`src/rtl/signed_sequential_divider.sv`:
```
// Signed sequential divider: radix-2 restoring division of two's-complement
// operands, one quotient bit per cycle, truncating toward zero. Requests and
// results each travel over a valid/ready handshake.
//
// Handshake rules (both sides): a transfer happens on a rising edge where
// valid and ready are both high. A producer holds valid and its data stable
// until that edge, and never waits for ready before raising valid. oReady is
// high only in IDLE. oValid is high only in DONE and stays high until iReady.
module signed_sequential_divider #(
    parameter int WIDTH = 16
) (
    input  logic             iClk,
    input  logic             iRst_n,
    input  logic             iValid,
    output logic             oReady,
    input  logic [WIDTH-1:0] iA,
    input  logic [WIDTH-1:0] iB,
    output logic             oValid,
    input  logic             iReady,
    output logic [WIDTH-1:0] oQuot,
    output logic [WIDTH-1:0] oRem,
    output logic             oDivByZero,
    output logic [2:0]       oDbgState
);

    localparam int CW = $clog2(WIDTH);

    typedef enum logic [2:0] {
        ST_IDLE   = 3'd0,
        ST_PREP   = 3'd1,
        ST_DIVIDE = 3'd2,
        ST_FIX    = 3'd3,
        ST_DONE   = 3'd4
    } state_t;

    state_t           r_state;
    logic [WIDTH-1:0] r_a;
    logic [WIDTH-1:0] r_b;
    logic             r_sign_a;
    logic             r_sign_b;
    logic [WIDTH-1:0] r_mag_b;
    // Holds |A| at the start of DIVIDE; dividend bits shift out of the top
    // while quotient bits shift in at the bottom.
    logic [WIDTH-1:0] r_quot;
    // After each restoring step the remainder is below |B| <= 2^(WIDTH-1),
    // so WIDTH bits hold it; only the shifted trial value needs WIDTH+1.
    logic [WIDTH-1:0] r_rem;
    logic [CW-1:0]    r_count;
    logic             r_div0;
    logic             r_ready;
    logic             r_valid;
    logic [WIDTH-1:0] r_quot_out;
    logic [WIDTH-1:0] r_rem_out;
    logic             r_div0_out;

    // Magnitudes as unsigned WIDTH-bit values; |MIN| = 2^(WIDTH-1) still fits.
    logic [WIDTH-1:0] w_mag_a;
    logic [WIDTH-1:0] w_mag_b;
    assign w_mag_a = r_a[WIDTH-1] ? (-r_a) : r_a;
    assign w_mag_b = r_b[WIDTH-1] ? (-r_b) : r_b;

    // One restoring step: shift the next dividend bit into the partial
    // remainder, then subtract |B| if it fits.
    logic [WIDTH:0]   w_rem_shift;
    logic             w_fits;
    logic [WIDTH-1:0] w_rem_sub;
    logic [WIDTH-1:0] w_rem_next;
    assign w_rem_shift = {r_rem, r_quot[WIDTH-1]};
    assign w_fits      = (w_rem_shift >= {1'b0, r_mag_b});
    assign w_rem_sub   = w_rem_shift[WIDTH-1:0] - r_mag_b;
    assign w_rem_next  = w_fits ? w_rem_sub : w_rem_shift[WIDTH-1:0];

    // Sign correction: quotient follows sign(A)^sign(B), remainder follows sign(A).
    logic [WIDTH-1:0] w_quot_fix;
    logic [WIDTH-1:0] w_rem_fix;
    assign w_quot_fix = (r_sign_a ^ r_sign_b) ? (-r_quot) : r_quot;
    assign w_rem_fix  = r_sign_a ? (-r_rem) : r_rem;

    // Control FSM plus datapath registers and registered outputs.
    always_ff @(posedge iClk) begin
        if (!iRst_n) begin
            r_state    <= ST_IDLE;
            r_a        <= '0;
            r_b        <= '0;
            r_sign_a   <= 1'b0;
            r_sign_b   <= 1'b0;
            r_mag_b    <= '0;
            r_quot     <= '0;
            r_rem      <= '0;
            r_count    <= '0;
            r_div0     <= 1'b0;
            r_ready    <= 1'b1;
            r_valid    <= 1'b0;
            r_quot_out <= '0;
            r_rem_out  <= '0;
            r_div0_out <= 1'b0;
        end else begin
            case (r_state)
                ST_IDLE: begin
                    if (iValid) begin
                        r_a      <= iA;
                        r_b      <= iB;
                        r_sign_a <= iA[WIDTH-1];
                        r_sign_b <= iB[WIDTH-1];
                        r_ready  <= 1'b0;
                        r_state  <= ST_PREP;
                    end
                end
                ST_PREP: begin
                    r_quot  <= w_mag_a;
                    r_mag_b <= w_mag_b;
                    r_rem   <= '0;
                    r_div0  <= (r_b == '0);
                    r_count <= CW'(WIDTH - 1);
                    r_state <= ST_DIVIDE;
                end
                ST_DIVIDE: begin
                    r_rem  <= w_rem_next;
                    r_quot <= {r_quot[WIDTH-2:0], w_fits};
                    if (r_count == '0) begin
                        r_state <= ST_FIX;
                    end else begin
                        r_count <= r_count - CW'(1);
                    end
                end
                ST_FIX: begin
                    // A zero divisor reports all-ones quotient and the
                    // original dividend as remainder, whatever the loop made.
                    if (r_div0) begin
                        r_quot_out <= '1;
                        r_rem_out  <= r_a;
                    end else begin
                        r_quot_out <= w_quot_fix;
                        r_rem_out  <= w_rem_fix;
                    end
                    r_div0_out <= r_div0;
                    r_valid    <= 1'b1;
                    r_state    <= ST_DONE;
                end
                ST_DONE: begin
                    // No accept here even with iValid high: oReady only rises
                    // after the result has been taken.
                    if (iReady) begin
                        r_valid <= 1'b0;
                        r_ready <= 1'b1;
                        r_state <= ST_IDLE;
                    end
                end
                default: begin
                    r_valid <= 1'b0;
                    r_ready <= 1'b1;
                    r_state <= ST_IDLE;
                end
            endcase
        end
    end

    assign oReady     = r_ready;
    assign oValid     = r_valid;
    assign oQuot      = r_quot_out;
    assign oRem       = r_rem_out;
    assign oDivByZero = r_div0_out;
    assign oDbgState  = r_state;

endmodule

```
`config.mk`:
```
export PLATFORM = sky130hd
export DESIGN_NAME = signed_sequential_divider
export DESIGN_NICKNAME = d
export VERILOG_FILES = /design/src/rtl/signed_sequential_divider.sv
export SDC_FILE = /design/constraint.sdc
export NUM_CORES = 1
export LEC_CHECK = 0
export ABC_AREA = 1
export BUFFER_PORTS_ARGS = -buffer_cell sky130_fd_sc_hd__buf_2
export CORE_MARGIN = 2
export CORE_UTILIZATION = 54
export DETAILED_ROUTE_END_ITERATION = 16
export PLACE_DENSITY = 0.77
export SYNTH_ARGS = -nofsm -noshare
export SYNTH_HDL_FRONTEND = slang
export SYNTH_SLANG_ARGS = --single-unit
```
`constraint.sdc`:
```
create_clock -name iClk -period 1.83 [get_ports iClk]
set_input_delay 0.2745 -clock iClk [delete_from_list [all_inputs] [get_ports iClk]]
set_output_delay 0.2745 -clock iClk [all_outputs]
set_load 0.01 [all_outputs]
```
### Word-level counts from Yosys, hierarchy flattened

Index checks and enable logic that the tools add are counted.
Widths: inputs -> output; s select.

* bits in registers: 125
* output and inout bits: 38
* word-level logic and storage cells: 64

* $add $sub $neg: 6
* order comparisons: 1
* eq/ne operators: 8
* muxes and demuxes: 20
* bitwise logic cells: 3
* reduce and logical (&&, ||, !) cells: 11

Operators by type and width (number)
* $mux 16: 7
* $neg 16->16: 4
* $pmux 16 s2: 2
* $ge 17x16->1: 1
* $logic_not 16->1: 1
* $sub 16x16->16: 1
* $pmux 3 s5: 1
* $mux 3: 3
* $ne 2x2->1 const B: 4
* $pmux 4 s2: 1
* $eq 3x2->1 const B: 2
* $pmux 1 s3: 2
* $reduce_and 2->1: 3
* $reduce_and 3->1: 2
* $reduce_or 3->1: 2
* $logic_not 4->1: 1
* $mux 4: 1
* $sub 4x1->4 const B: 1
* $eq 3x1->1 const B: 1
* $eq 3x3->1 const B: 1
* $logic_not 3->1: 1
* $mux 1: 3
* $not 1->1: 2
* $reduce_bool 2->1: 1
* $xor 1x1->1: 1

### Logic depth before layout (Yosys ltp)

* depth after elaboration: 4
* gate-level depth with buffers: 14

### Least setup slack after synthesis

Ideal clock, no wire load.

* kind: register to register
* start point: register r_quot[15]
* end point: register r_rem[8]
* setup time: 0.132 ns
* arrival: 1.712 ns
* required time: 1.698 ns
* slack: -0.015 ns
* cell stages (with the launch flop): 12
* path buffers: 0
* cells stage by stage: dfxtp_1 > inv_1 > ha_1 > inv_1 > fa_1 > nand3_1 > nand3_1 > a21oi_1 > xor2_1 > nand2_1 > nand3_1 > a21oi_1

* cells in the longest elaborated chain, start to end: 3
* elaborated cells on any way between the ends: 4

Ends and longest elaborated chain
* start, declared: RTL line 44 `logic [WIDTH-1:0] r_quot;`
* start signal, assigned: RTL line 110 `r_quot <= w_mag_a;`
* start signal, assigned: RTL line 119 `r_quot <= {r_quot[WIDTH-2:0], w_fits};`
* $sub 16x16->16 / $ge 17x16->1 (equally long branches): RTL line 70, 69
* $mux 16 (*): RTL line 71 `assign w_rem_next = w_fits ? w_rem_sub : w_rem_shift[WIDTH-1:0];`
* $pmux 16 s2 (*): RTL line 98 `case (r_state)`
* end signal, assigned: RTL line 118 `r_rem <= w_rem_next;`
* end, declared: RTL line 47 `logic [WIDTH-1:0] r_rem;`

Mark *: on every way between the ends. The rest lies on a longest branch, timed or not.
A chain may end at the register's enable or synchronous reset.

### Worst setup path in the final report

* start point: register r_mag_b[13]
* end point: register r_rem[9]

* cells in the longest elaborated chain, start to end: 3

Ends and longest elaborated chain
* start, declared: RTL line 41 `logic [WIDTH-1:0] r_mag_b;`
* start signal, assigned: RTL line 111 `r_mag_b <= w_mag_b;`
* $ge 17x16->1: RTL line 69 `assign w_fits = (w_rem_shift >= {1'b0, r_mag_b});`
* $mux 16: RTL line 71
* $pmux 16 s2: RTL line 98

No other way between the ends.

==> impl_results.md <==
* Worst slack, placed at -161 ps
* Crit path buf inv count at 2
* Synth warn at 0
* Post-synthesis sequential area ratio at 0.339
* Max Fclk at about 510 MHz
* Crit start category: register
* CP Cell Sequence: inv_2 -> ha_4 -> nand4_1 -> nor2_4 -> nand3_4 -> clkbuf_16 -> nand4_1 -> nand3_1 -> a21oi_2
* CP max stage cell: dfxtp_2
* Final WS setup at -121 ps
* Leading area contributor after synthesis: dfxtp_1
* Endpoints failing hold at 0
* Die Ht at 120 um
* I/O Pins at between 70 and 80
* Num Clock Sinks at ~120
* Via count at roughly 8200
* Via density per instance at between 5 and 6
* Dpl hpwl at 15400 um
* Final TNS setup at -901 ps
* Ys flop type: dfxtp_1
* VDD IR max at between 0.001 and 0.0015 V
* Initial antenna violation count at 0
* Clk network pwr share at 0.164
* Max clock buf depth at 2
* First-pass GRT wire length at 35000 um
* RSZ-0062 raised after global routing: true
* Largest net degree at the start of global routing at 63
* Combinational share of power at 0.659
* Top post-synthesis cells by area: dfxtp_1, nand2_1, a21oi_1
* MaxCap Viol Count at 0
* Share of the synthesized area in the top cell type at 0.339
* Fraction of registers with async set or reset after synthesis at 0
* Skew final at ~8.6 ps
* CTS H-Tree Depth at 4
* P_sw at 9.46 mW
* DRC violations left at 0
* Lkg Pwr at about 4.5 nW
* Drt first-iter violations at between 900 and 1000
* Reg clk slew, reported paths at about 60 ps
* Gp weighted congestion at between 0.9 and 1
* Hold Path Class: input pin to register
* Gate count after technology mapping at about 1100
* Violated checks: negative setup slack
* Global-route layer with the greatest usage: met2
* TritonCTS clock tree: done
* Arrival time at the worst endpoint at approximately 2300 ps
* Routed WL at about 23000 um
* Initial core utilization at 0.551
* Post-route ant nets at 0
* IO Port Bufs at 73
* GR Util met1 at 0.410
* DP Area at roughly 0.0084 sq mm
* Cts bufs inserted at 17
* Worst slew margin at 0.681
* Period utilisation layout at 1.07
* Fillers at approximately 1000
* GRT Overall Usage at 0.302
* Post-Syn Area at around 0.0073 sq mm
* Layout area overhead at 33.0%
* Core Region at roughly 0.013 sq mm
* EDFF count, synth at 0
* Die Span X at 120 um
* CTS Hold Bufs at 0
* CP most frequent cell: nand4_1
* Drt wl/cell at between 15 and 20 um
* Crit path max fanout at 7
* Worst Max-Slew Pin Slew at between 400 and 500 ps
* Syn_area_per_cell at around 6.5 sq um
* Share of power burned in registers at 0.176
* Setup crit end kind: register
* Required time worst endpoint at ~2200 ps
* Layout cells sized above 1 at 0.278
* Grt ovf at 0
* Max Slew Vio Count at 0
* Net Sw Frac at 0.464
* Outcome: complete, but fails checks
* Fin area at 0.00967 sq mm
* Tmin final at 1950 ps
* Top Family by Delay on Critical Path: simple AND/OR/NAND/NOR gates
* Setup violators final at 18
* WS Path Type: register to register
* N_diodes at 0
* Pwr Total at between 20 and 25 mW
* Library cells used by synthesis at 39
* PD cells at roughly 2100 mW/mm^2
* Net Count, Synth at 1185
* #FFs+latches synth at about 120
* Iteration count of the initial detailed-routing pass at 6
* Internal power at 10.9 mW
* GR Util met3 at 0.0532
* Placement Rows at 42
* Clock Latency Late Sink at about 420 ps
* Final core occ at 0.733
* Root buf cell: clkbuf_16
* Met2 Usage GRT at 0.484
* DIE AREA at ~0.014 sq mm
* NumNets Final at roughly 1300
* Vias in the first global route at about 7300
* Crit-path max cell delay at 330 ps
-- cell type report --
cell class | count | area, sq um | share of cell area
multi-input combinational | 805 | 4530 | 0.468
sequential | 123 | 2490 | 0.257
timing repair buffer | 180 | 1290 | 0.133
inverter | 152 | 572 | 0.0591
clock buffer | 17 | 425 | 0.0440
tap | 176 | 220 | 0.0228
clock inverter | 12 | 151 | 0.0157
-- sequential cells by signal, summed over array words and instances (netlist names), 3 cells and up --
signal and flops:
oDbgState 3, oQuot 16, oRem 16, r_a 16
r_b 16, r_count 4, r_mag_b 16, r_quot 16
r_rem 16
-- cells in the mapped netlist, types with 2 or more instances --
cell / instances
inv_2: 13
ha_1: 21
inv_1: 135
nor2_2: 7
nand2_1: 266
nor3_2: 2
nand3_1: 90
nor2_1: 94
nand2_2: 9
o211ai_1: 8
xnor2_1: 7
nor4_1: 2
nand4_1: 22
buf_2: 13
clkinv_1: 4
a31oi_1: 17
nand3b_1: 2
buf_1: 3
a21oi_1: 115
o22ai_1: 7
o21ai_1: 3
clkbuf_1: 32
a221oi_1: 2
dfxtp_1: 123
o221ai_1: 4
o21ai_0: 82
nor3_1: 14
xor2_1: 19
-- cells by family after synthesis --
group                      count (synthesis)  share of synthesized area
and+or+nand+nor                          513                      0.306
AOI/OAI and AO/OA                        242                      0.178
buffers and inverters                    201                      0.107
DFF                                      123                      0.339
xor gates and xnor gates                  26                     0.0313
adders and majority gates                 22                     0.0389
-- routing by layer --
layer / share of wire / vias up / routed length, um
met3: 0.082 / 90 / 1880
met5: 0 / - / 0
met4: 0.035 / 0 / 795
li1: - / 4011 / -
met2: 0.46 / 420 / 10600
met1: 0.42 / 3695 / 9670
-- worst min-delay path: cells and delay by family --
family	cells	cell delay [ps]
buffers and inverters	1	90
AO/OA/AOI/OAI	1	60
AND/OR/NAND/NOR	1	70
-- repair_timing --
action / 4_1_cts / 5_1_grt
buffers inserted: 0 / 9
endpoints found under the setup margin: 20 / 35
pin swaps: 4 / 48
endpoints found under the hold margin: 0 / 0
resized for setup: 25 / 104
gates cloned: 2 / 3
-- per-stage QoR --
stage / cells / hold WS [ps]
final: 1465 / 122
after global routing: 1465 / 129
after CTS: 1453 / 114
after detailed placement: 1422 / 456
after global placement: 1422 / 450
after floorplan: 1127 / 439
-- worst paths after layout --
path                                 start                     to  slack (ps)  depth (start not counted)
setup / recovery  r_mag_b[13]$_SDFFE_PN0P_  r_rem[9]$_SDFFE_PN0N_        -120                          9
hold / removal                       iB[5]    r_b[5]$_SDFFE_PN0P_         120                          3
setup reg to reg  r_mag_b[13]$_SDFFE_PN0P_  r_rem[9]$_SDFFE_PN0N_        -120                          9
hold reg to reg       oRem[2]$_SDFFE_PN0P_   oRem[2]$_SDFFE_PN0P_         470                          2
-- cells in the final DEF, fill, tap and decap left out, drive strengths merged, types with 2 or more instances in the layout --
cell	instances
a21oi	116
a221oi	2
a31oi	17
buf	177
bufinv	3
clkbuf	20
clkinv	10
clkinvlp	2
dfxtp	123
ha	21
inv	149
nand2	276
nand3	91
nand3b	2
nand4	25
nor2	102
nor3	16
nor4	2
o211ai	8
o21ai	86
o221ai	4
o22ai	7
xnor2	7
xor2	19
-- power groups by stage --
stage,clock (mW),sequential [mW],combinational (mW)
after global routing,3.46,3.63,14.6
after global placement,0,3.52,10.3
after CTS,3.34,3.52,11.2
after floorplan,0,3.50,7.09
after detailed placement,0,3.53,10.4
final,3.35,3.60,13.4
Note: power is estimated with default switching activity, not from simulation.
